$ cat src/rtl/nova_io_tty.sv
// nova_io_tty: Nova teletype device on the programmed-I/O bus with an 8N1 transmitter at TTO_CODE.
// Optional receiver at TTI_CODE is built when NOVA_TTY_RX_EN is defined.
module nova_io_tty #(
    parameter logic [5:0] TTO_CODE = 6'o11,
    parameter logic [5:0] TTI_CODE = 6'o10,
    parameter int         CLK_DIV  = 434
) (
    input  logic        i_clk,
    input  logic        i_rst,
    input  logic        i_bs_rst,
    input  logic        i_bs_stb,
    input  logic        i_bs_we,
    input  logic [7:0]  i_bs_adr,
    input  logic [15:0] i_bs_dout,
    output logic [15:0] o_bs_din,
    output logic        o_txd,
    input  logic        i_rxd,
    output logic        o_irq
);

    // Buses are declared descending: Nova bit n sits at index 15-n (or 7-n on the address).
    localparam logic [1:0]  FN_A      = 2'b00;
    localparam logic [1:0]  FN_S      = 2'b11;
    localparam logic [1:0]  CTL_START = 2'b01;
    localparam logic [1:0]  CTL_CLEAR = 2'b10;
    localparam logic [15:0] BAUD_LAST = 16'(CLK_DIV - 1);

    // IDLE | line idle, START | start bit, DATA | 8 data bits LSB first, STOP | stop bit
    localparam logic [1:0]  ST_IDLE   = 2'd0;
    localparam logic [1:0]  ST_START  = 2'd1;
    localparam logic [1:0]  ST_DATA   = 2'd2;
    localparam logic [1:0]  ST_STOP   = 2'd3;

    logic [1:0]  w_fn;
    logic [5:0]  w_dev;
    logic [1:0]  w_ctl;
    logic        w_tto_sel;
    logic        w_tto_doa;
    logic        w_tto_start;
    logic        w_tto_clear;
    logic        w_tx_tick;
    logic        w_rx_done;

    logic [1:0]  r_tx_state;
    logic [15:0] r_tx_cnt;
    logic [3:0]  r_tx_idx;
    logic [7:0]  r_tx_shift;
    logic [7:0]  r_tx_hold;
    logic        r_tx_busy;
    logic        r_tx_done;
    logic        r_txd;

    assign w_fn        = i_bs_adr[7:6];
    assign w_dev       = i_bs_adr[5:0];
    assign w_ctl       = i_bs_dout[1:0];
    assign w_tto_sel   = i_bs_stb && (w_dev == TTO_CODE);
    assign w_tto_doa   = w_tto_sel && i_bs_we && (w_fn == FN_A);
    assign w_tto_start = w_tto_sel && i_bs_we && (w_fn == FN_S) && (w_ctl == CTL_START);
    assign w_tto_clear = w_tto_sel && i_bs_we && (w_fn == FN_S) && (w_ctl == CTL_CLEAR);
    assign w_tx_tick   = (r_tx_cnt == 16'd0);

    always_ff @(posedge i_clk or posedge i_rst) begin
        if (i_rst) begin
            r_tx_state <= ST_IDLE;
            r_tx_cnt   <= '0;
            r_tx_idx   <= '0;
            r_tx_shift <= '0;
            r_tx_hold  <= '0;
            r_tx_busy  <= 1'b0;
            r_tx_done  <= 1'b0;
            r_txd      <= 1'b1;
        end else if (i_bs_rst) begin
            r_tx_state <= ST_IDLE;
            r_tx_cnt   <= '0;
            r_tx_idx   <= '0;
            r_tx_shift <= '0;
            r_tx_hold  <= '0;
            r_tx_busy  <= 1'b0;
            r_tx_done  <= 1'b0;
            r_txd      <= 1'b1;
        end else begin
            if (w_tto_doa) begin
                r_tx_hold <= i_bs_dout[7:0];
            end
            if (w_tto_clear) begin
                r_tx_state <= ST_IDLE;
                r_tx_cnt   <= '0;
                r_tx_idx   <= '0;
                r_tx_busy  <= 1'b0;
                r_tx_done  <= 1'b0;
                r_txd      <= 1'b1;
            end else begin
                case (r_tx_state)
                    ST_IDLE: begin
                        if (w_tto_start) begin
                            r_tx_state <= ST_START;
                            r_tx_cnt   <= BAUD_LAST;
                            r_tx_shift <= r_tx_hold;
                            r_tx_busy  <= 1'b1;
                            r_tx_done  <= 1'b0;
                            r_txd      <= 1'b0;
                        end
                    end
                    ST_START: begin
                        if (w_tx_tick) begin
                            r_tx_state <= ST_DATA;
                            r_tx_cnt   <= BAUD_LAST;
                            r_tx_idx   <= '0;
                            r_txd      <= r_tx_shift[0];
                            r_tx_shift <= {1'b0, r_tx_shift[7:1]};
                        end else begin
                            r_tx_cnt <= r_tx_cnt - 16'd1;
                        end
                    end
                    ST_DATA: begin
                        if (w_tx_tick) begin
                            r_tx_cnt <= BAUD_LAST;
                            if (r_tx_idx == 4'd7) begin
                                r_tx_state <= ST_STOP;
                                r_txd      <= 1'b1;
                            end else begin
                                r_tx_idx   <= r_tx_idx + 4'd1;
                                r_txd      <= r_tx_shift[0];
                                r_tx_shift <= {1'b0, r_tx_shift[7:1]};
                            end
                        end else begin
                            r_tx_cnt <= r_tx_cnt - 16'd1;
                        end
                    end
                    default: begin
                        if (w_tx_tick) begin
                            r_tx_state <= ST_IDLE;
                            r_tx_busy  <= 1'b0;
                            r_tx_done  <= 1'b1;
                        end else begin
                            r_tx_cnt <= r_tx_cnt - 16'd1;
                        end
                    end
                endcase
            end
        end
    end

`ifdef NOVA_TTY_RX_EN
    localparam logic [15:0] BAUD_HALF = 16'(CLK_DIV / 2 - 1);

    logic        w_tti_sel;
    logic        w_tti_start;
    logic        w_tti_clear;
    logic        w_rx_fall;
    logic        w_rx_tick;
    logic        w_unused;

    logic        r_rx_s1;
    logic        r_rx_s2;
    logic        r_rx_prev;
    logic [1:0]  r_rx_state;
    logic [15:0] r_rx_cnt;
    logic [3:0]  r_rx_idx;
    logic [7:0]  r_rx_shift;
    logic [7:0]  r_rx_buf;
    logic        r_rx_busy;
    logic        r_rx_done;

    assign w_tti_sel   = i_bs_stb && (w_dev == TTI_CODE);
    assign w_tti_start = w_tti_sel && i_bs_we && (w_fn == FN_S) && (w_ctl == CTL_START);
    assign w_tti_clear = w_tti_sel && i_bs_we && (w_fn == FN_S) && (w_ctl == CTL_CLEAR);
    assign w_rx_fall   = r_rx_prev && !r_rx_s2;
    assign w_rx_tick   = (r_rx_cnt == 16'd0);
    assign w_rx_done   = r_rx_done;
    assign w_unused    = ^i_bs_dout[15:8];

    // Synchroniser powers up at the idle level so reset release never looks like a start bit.
    always_ff @(posedge i_clk or posedge i_rst) begin
        if (i_rst) begin
            r_rx_s1   <= 1'b1;
            r_rx_s2   <= 1'b1;
            r_rx_prev <= 1'b1;
        end else begin
            r_rx_s1   <= i_rxd;
            r_rx_s2   <= r_rx_s1;
            r_rx_prev <= r_rx_s2;
        end
    end

    always_ff @(posedge i_clk or posedge i_rst) begin
        if (i_rst) begin
            r_rx_state <= ST_IDLE;
            r_rx_cnt   <= '0;
            r_rx_idx   <= '0;
            r_rx_shift <= '0;
            r_rx_buf   <= '0;
            r_rx_busy  <= 1'b0;
            r_rx_done  <= 1'b0;
        end else if (i_bs_rst) begin
            r_rx_state <= ST_IDLE;
            r_rx_cnt   <= '0;
            r_rx_idx   <= '0;
            r_rx_shift <= '0;
            r_rx_buf   <= '0;
            r_rx_busy  <= 1'b0;
            r_rx_done  <= 1'b0;
        end else if (w_tti_clear) begin
            r_rx_state <= ST_IDLE;
            r_rx_cnt   <= '0;
            r_rx_idx   <= '0;
            r_rx_busy  <= 1'b0;
            r_rx_done  <= 1'b0;
        end else begin
            if (w_tti_start) begin
                r_rx_busy <= 1'b1;
                r_rx_done <= 1'b0;
            end
            case (r_rx_state)
                ST_IDLE: begin
                    if (r_rx_busy && w_rx_fall) begin
                        r_rx_state <= ST_START;
                        r_rx_cnt   <= BAUD_HALF;
                    end
                end
                ST_START: begin
                    if (w_rx_tick) begin
                        // A start bit that is high again at mid-bit was only a glitch.
                        if (!r_rx_s2) begin
                            r_rx_state <= ST_DATA;
                            r_rx_cnt   <= BAUD_LAST;
                            r_rx_idx   <= '0;
                        end else begin
                            r_rx_state <= ST_IDLE;
                        end
                    end else begin
                        r_rx_cnt <= r_rx_cnt - 16'd1;
                    end
                end
                ST_DATA: begin
                    if (w_rx_tick) begin
                        r_rx_cnt   <= BAUD_LAST;
                        r_rx_shift <= {r_rx_s2, r_rx_shift[7:1]};
                        if (r_rx_idx == 4'd7) begin
                            r_rx_state <= ST_STOP;
                        end else begin
                            r_rx_idx <= r_rx_idx + 4'd1;
                        end
                    end else begin
                        r_rx_cnt <= r_rx_cnt - 16'd1;
                    end
                end
                default: begin
                    if (w_rx_tick) begin
                        r_rx_state <= ST_IDLE;
                        if (r_rx_s2) begin
                            r_rx_buf  <= r_rx_shift;
                            r_rx_busy <= 1'b0;
                            r_rx_done <= 1'b1;
                        end
                    end else begin
                        r_rx_cnt <= r_rx_cnt - 16'd1;
                    end
                end
            endcase
        end
    end

    always_comb begin
        o_bs_din = '0;
        if (i_bs_stb && !i_bs_we) begin
            if (w_dev == TTO_CODE) begin
                if (w_fn == FN_S) begin
                    o_bs_din[15:14] = {r_tx_busy, r_tx_done};
                end
            end else if (w_dev == TTI_CODE) begin
                if (w_fn == FN_S) begin
                    o_bs_din[15:14] = {r_rx_busy, r_rx_done};
                end else if (w_fn == FN_A) begin
                    o_bs_din[7:0] = r_rx_buf;
                end
            end
        end
    end
`else
    logic w_unused;

    assign w_rx_done = 1'b0;
    assign w_unused  = (^i_bs_dout[15:8]) ^ i_rxd ^ (^TTI_CODE);

    always_comb begin
        o_bs_din = '0;
        if (i_bs_stb && !i_bs_we && (w_dev == TTO_CODE) && (w_fn == FN_S)) begin
            o_bs_din[15:14] = {r_tx_busy, r_tx_done};
        end
    end
`endif

    assign o_txd = r_txd;
    assign o_irq = r_tx_done | w_rx_done;

endmodule

$ cat config.mk
export PLATFORM = sky130hd
export DESIGN_NAME = nova_io_tty
export DESIGN_NICKNAME = d
export VERILOG_FILES = /design/src/rtl/nova_io_tty.sv
export SDC_FILE = /design/constraint.sdc
export NUM_CORES = 1
export LEC_CHECK = 0
export CAP_MARGIN = 10
export CORE_MARGIN = 8
export CORE_UTILIZATION = 45
export CTS_CLUSTER_DIAMETER = 60
export DETAILED_ROUTE_END_ITERATION = 12
export GPL_TIMING_DRIVEN = 0
export MAX_ROUTING_LAYER = met4
export PLACE_DENSITY = 0.69
export REMOVE_ABC_BUFFERS = 1
export SYNTH_ARGS = -nofsm -noshare
export SYNTH_HDL_FRONTEND = slang
export SYNTH_SLANG_ARGS = --single-unit
export TNS_END_PERCENT = 50
$ cat constraint.sdc
create_clock -name i_clk -period 2.8 [get_ports i_clk]
set_input_delay 0.28 -clock i_clk [delete_from_list [all_inputs] [get_ports i_clk]]
set_output_delay 0.28 -clock i_clk [all_outputs]
set_load 0.01 [all_outputs]
==> metrics.cfg, run 1 <==
[place]
port_buffers=24
hpwl_um=4770
gp_congestion=0.864
place_ws_ps=-301

[power]
power_frac_comb_pct=13.6
intPower_uw=960
seqPwrFrac_pct=47.2
power.leakage_uw=0.00132
ir_worst_vdd_uv=381
power_frac_clock_pct=39.1
p_sw_share_pct=25.8
power_density_mw_per_mm2=404
switchingPower_uw=335

[timing]
min_period_ps=2620
slew_headroom_pct=42.3
fmax_mhz=381
setup_violations=0
min_period_over_period_pct=93.7
tightest_slew_ps=863
setup_ws_ps=176
slew_violations=0
hold_viol=0
fin_skew_ps=11.5
tns_ps=0

[route]
detail_route.wl_per_cell_um=16.7
vias=2460
ant_nets=0
via_per_inst=6.09
drtIter0Drc=184
drc=0
firstDrtPassIters=4
wl_um=6750

[finish]
antenna_cells=0
num-fill-cells=590
syn_to_final_growth_pct=13.9
layout-drive-gt1-share_pct=11.3
nets=363

[job]
drv_cap=0

[grt]
grt_pass1_vias=2404
grt_pass1_wl_um=11400
grt_overflow=0
antenna_found_initial=0
grt_max_degree=42
track_usage_pct=15.9

[synthesis]
ys_ff_latch=41
async_flop_share_pct=100
synth.most_common_cell=dfrtp_1
synth.avg_cell_area_um2=9.03
synth_edf_count=0
syn-cell-area_mm2=0.00282
yosys.area.top_type=dfrtp_1
synth_top_area_share_pct=35.5
synth.area.top_cells=dfrtp_1 36%, mux2i_1 5.7%, nand3_1 4.8%, buf_4 3.7%, nor2_1 3.7%
synthCells=312
synthTopCellsByCount=40 x dfrtp_1, 28 x nor2_1, 27 x nand3_1, 16 x mux2i_1
ys_seq_area_share_pct=36.5
yosys_warnings=0
synth.distinct_cells=56
synth_flop_cell=dfrtp_1

[worst_setup_path]
cp_slowest_cell=or4_1
reg2reg_from=r_tx_cnt[2]
critPathMaxFanout=13
worst-path-buf-inv=0
crit_chain=or4_1 -> nor3_2 -> a31o_2 -> nand2_1 -> a221oi_1
arrival_ps=2810
start_kind=flop
max_stage_delay_ps=660
critical_path.top_delay_family=simple AND/OR/NAND/NOR gates
reg2reg_slack_ps=180
crit_required_ps=2990
reg2regPathDepth=5
crit_type=reg2reg
end_kind=flop
r2r_end=r_tx_cnt[8]

[cts]
cts_tree=built
clock_path_buffers=2
cts-root-buf=clkbuf_8
numCtsBuffers=5
cts_sinks=41
htree_levels=2
cts.clk_slew.worst_paths_ps=90
insertion_delay_ps=300

[die]
io_pins=48
die_w_um=95.1
die-area_mm2=0.00905
rows=29
die_h_um=95.1
design.core.area_mm2=0.00620
start_util_pct=45.4

[status]
status=complete, no violations

[hold_path]
hold_class=in2async

[worst reg2reg max path, cell delays in order, from the launching register on]
cell	delay, ps
dfrtp_1	440
or4_1	660
nor3_2	480
a31o_2	430
nand2_1	170
a221oi_1	330
[metal layers]
layer	vias to the layer above	track usage, %	share of wire (%)
met5	-	-	0
met3	10	2.68	5.7
met1	1193	19.7	44
li1	1173	-	-
met2	84	26.1	50
met4	0	4.16	0.92
[how the worst max path moves through the flow]
stage / startpoint / endpoint / depth (start not counted)
floorplan: r_tx_cnt[2] / r_tx_shift[7] / 5
global placement: i_bs_rst / r_tx_cnt[1] / 4
detailed placement: i_bs_adr[2] / r_tx_shift[4] / 6
CTS: r_tx_cnt[2] / r_tx_shift[4] / 5
global route: r_tx_cnt[2] / r_tx_cnt[4] / 5
finish: r_tx_cnt[2] / r_tx_cnt[8] / 5
[cells in the final DEF, fill, tap and decap left out, types with 6 or more instances in the layout]
| cell type | instances |
|---|---|
| nand4_1 | 7 |
| or3_1 | 10 |
| mux2i_1 | 16 |
| o31ai_1 | 6 |
| conb_1 | 14 |
| o211ai_1 | 12 |
| inv_1 | 11 |
| a21oi_1 | 13 |
| nand3_1 | 27 |
| nor3_1 | 12 |
| nand2_1 | 14 |
| nor2_1 | 27 |
| o2111ai_1 | 7 |
| clkbuf_8 | 6 |
| clkdlybuf4s50_1 | 24 |
| a311oi_1 | 6 |
| dfrtp_1 | 40 |
| ha_1 | 6 |
[what timing repair did]
| item | 4_1_cts | 5_1_grt |
|---|---|---|
| endpoints found under the setup margin | 0 | 13 |
| buffers inserted | 0 | 2 |
| resized for setup | 0 | 3 |
| hold buffers | 0 | 0 |
[sequential cells by signal, summed over array words and instances (netlist names)]
name        count
r_tx_idx        4
r_tx_cnt       16
r_tx_hold       8
o_irq           1
r_tx_busy       1
r_tx_shift      8
r_tx_state      2
o_txd           1
[per-stage QoR]
stage | total power, uW | instances | hold WS (ps) | instance area [um^2] | utilization (%)
6_report | 1300 | 404 | 474 | 3210 | 51.7
5_1_grt | 1350 | 404 | 544 | 3210 | 51.7
4_1_cts | 1300 | 402 | 512 | 3160 | 50.9
3_5_place_dp | 793 | 394 | 510 | 3040 | 49.0
3_3_place_gp | 785 | 393 | 502 | 3010 | 48.5
2_1_floorplan | 723 | 292 | 341 | 2670 | -
[logic make-up after synthesis]
family          count (synthesis)  synth area share, %
simple gates                  131                 26.0
compound gates                 71                 20.2
buf+inv                        45                 8.48
flops                          41                 36.5
mux                            16                 5.68
fa+ha+maj                       7                 3.11
other cells                     1                0.133
[power groups by stage]
stage	combinational [uW]	sequential, uW	clock [uW]
2_1_floorplan	103	620	0
5_1_grt	195	614	540
3_3_place_gp	162	623	0
6_report	177	612	507
3_5_place_dp	170	624	0
4_1_cts	171	612	517
[area by class of cell]
type,count,area [um^2],area share [%]
clock buffers,6,82.6,2.57
well taps,77,96.3,3.00
repair buffers,27,308,9.59
flip-flops and latches,41,1030,32.0
inverters,12,45.0,1.40
clock inverters,2,37.5,1.17
multi-input cells,239,1610,50.2
(Power assumes the default switching activity.)
==> run 2: changes to the inputs <==
- CTS_CLUSTER_DIAMETER: 60 -> not set
- clock period: 2.8 -> 3.2 ns (I/O delays scaled with it)
==> run 2 against run 1 <==
Net effect: sequential power fell by 13%; die area did not move; critical path type is now in2reg; hold slack improved by 36 ps; total power fell by 13%; sequential cell count did not move; count of clock-buffer cells in the layout did not move; combinational power fell by 15%; utilization fell by 0.79 points; worst setup slack improved by 190 ps; largest cell class unchanged; routed wire length fell by 0.84%; final cell count fell by 0.50%; first-iteration DRC count rose by 2.7%.
==> metrics.cfg, run 2 (synthesized netlist as in run 1, its figures left out) <==
[route]
wl_met3_um=374
drtIter0Drc=189
route.met2.wl_um=3320
detail_route.wl_per_cell_um=16.6
ant_nets=0
via_per_inst=6.07
vias=2442
firstDrtPassIters=4
wl_um=6690
top_layer=met4
drc=0
wl_met1_um=2920

[grt]
grt_max_degree=42
grt_pass1_vias=2404
grt_pass1_wl_um=11400
antenna_found_initial=0
grt_overflow=0
track_usage_pct=15.9

[worst_setup_path]
reg2reg_slack_ps=370
crit_required_ps=3370
end_kind=flop
max_stage_delay_ps=620
crit_type=in2reg
arrival_ps=3010
critPathMaxFanout=16
worst-path-buf-inv=1
setup.worst_path.start=i_bs_adr[2]
cp_slowest_cell=a211oi_4
critical_path.top_delay_family=compound AO/OA/AOI/OAI gates
r2r_end=r_tx_shift[4]
reg2reg_from=r_tx_cnt[2]
crit_chain=clkdlybuf4s50_1 -> or4b_4 -> o41a_4 -> a211oi_4 -> a21oi_1 -> a311oi_1
reg2regPathDepth=5
start_kind=input pin

[power]
ir_worst_vdd_uv=334
power_density_mw_per_mm2=357
power.leakage_uw=0.00131
power_uw=1130

[timing]
hold_ws_ps=510
min_period_over_period_pct=88.6
slew_headroom_pct=42.9
tns_ps=0
hold_viol=0
min_period_ps=2830
fmax_mhz=353
fin_skew_ps=11.1
tightest_slew_ps=853
rsz0062_at_grt=false
slew_violations=0
setup_violations=0

[finish]
mostFrequentLayoutCell=dfrtp_1
syn_to_final_growth_pct=12.1
largest_register=r_tx_cnt
layout-drive-gt1-share_pct=10.2
final_area_mm2=0.00316
antenna_cells=0
final_cell_mix=40 x dfrtp_1, 27 x nand3_1, 27 x nor2_1
final_util_pct=50.9
nets=361
largest_reg_flops=16
reg_top3=r_tx_cnt x16, r_tx_hold x8, r_tx_shift x8

[place]
hpwl_um=4770
postPlaceCellArea_mm2=0.00304
gp_congestion=0.864
port_buffers=24

[die]
die_w_um=95.1
io_pins=48
design.core.area_mm2=0.00620
die-area_mm2=0.00905
die_h_um=95.1
rows=29
start_util_pct=45.4

[cts]
numCtsBuffers=5
cts-root-buf=clkbuf_8
insertion_delay_ps=300
cts_resized=0
cts_tree=built
cts.clk_slew.worst_paths_ps=80
clock_path_buffers=2
cts_setup_buffers=0
htree_levels=2
hold_buffers=0
cts_sinks=41

[job]
drv_cap=0

[hold_path]
hold_class=in2async

[status]
status=complete, no violations

## run 2: cell count changes in the layout (fill, tap and decap cells not counted)
cell     before  now
o21ai_1       1    0
ha_1          6    7
a31oi_2       1    0
o21ai_0       3    4
a31oi_1       1    2
buf_12        2    0
ha_2          1    0
## run 2: worst max path at each step
stage | end | slack [ps] | cells after the start
4_1_cts | r_tx_shift[4] | 380 | 6
3_5_place_dp | r_tx_shift[4] | 60 | 6
2_1_floorplan | r_tx_shift[7] | 800 | 5
5_1_grt | r_tx_cnt[6] | 120 | 6
3_3_place_gp | r_tx_cnt[1] | -530 | 4
6_report | r_tx_shift[4] | 370 | 6
## run 2: cell type report
cell class,count,area [um^2]
Fill cell,601,3050
Multi-Input combinational cell,239,1600
Sequential cell,41,1030
Timing Repair Buffer,25,268
Tap cell,77,96.3
Clock buffer,6,82.6
Inverter,12,45.0
Clock inverter,2,37.5
## run 2: worst reg2reg max path: cells and delay by family (launching register included)
family / cells / cell delay (ps)
AOI/OAI and AO/OA: 3 / 1150
and+or+nand+nor: 2 / 1120
DFF: 1 / 440
## run 2: metrics by stage
stage	instances	setup slack [ps]
finish	402	366
global route	402	120
CTS	402	383
detailed placement	394	58.7
global placement	393	-525
floorplan	292	803
## run 2: power by group
group	switching [uW]	total (uW)	internal (uW)	leakage, uW
Combinational	92.1	150	57.7	0.000690
Clock	189	443	254	0.0000574
Sequential	9.85	535	526	0.000559
## run 2: per-layer routing
metal / track usage (%) / vias to the layer above
met2: 26.1 / 84
met1: 19.7 / 1178
met3: 2.68 / 11
li1: - / 1169
met4: 4.16 / 0
met5: - / -
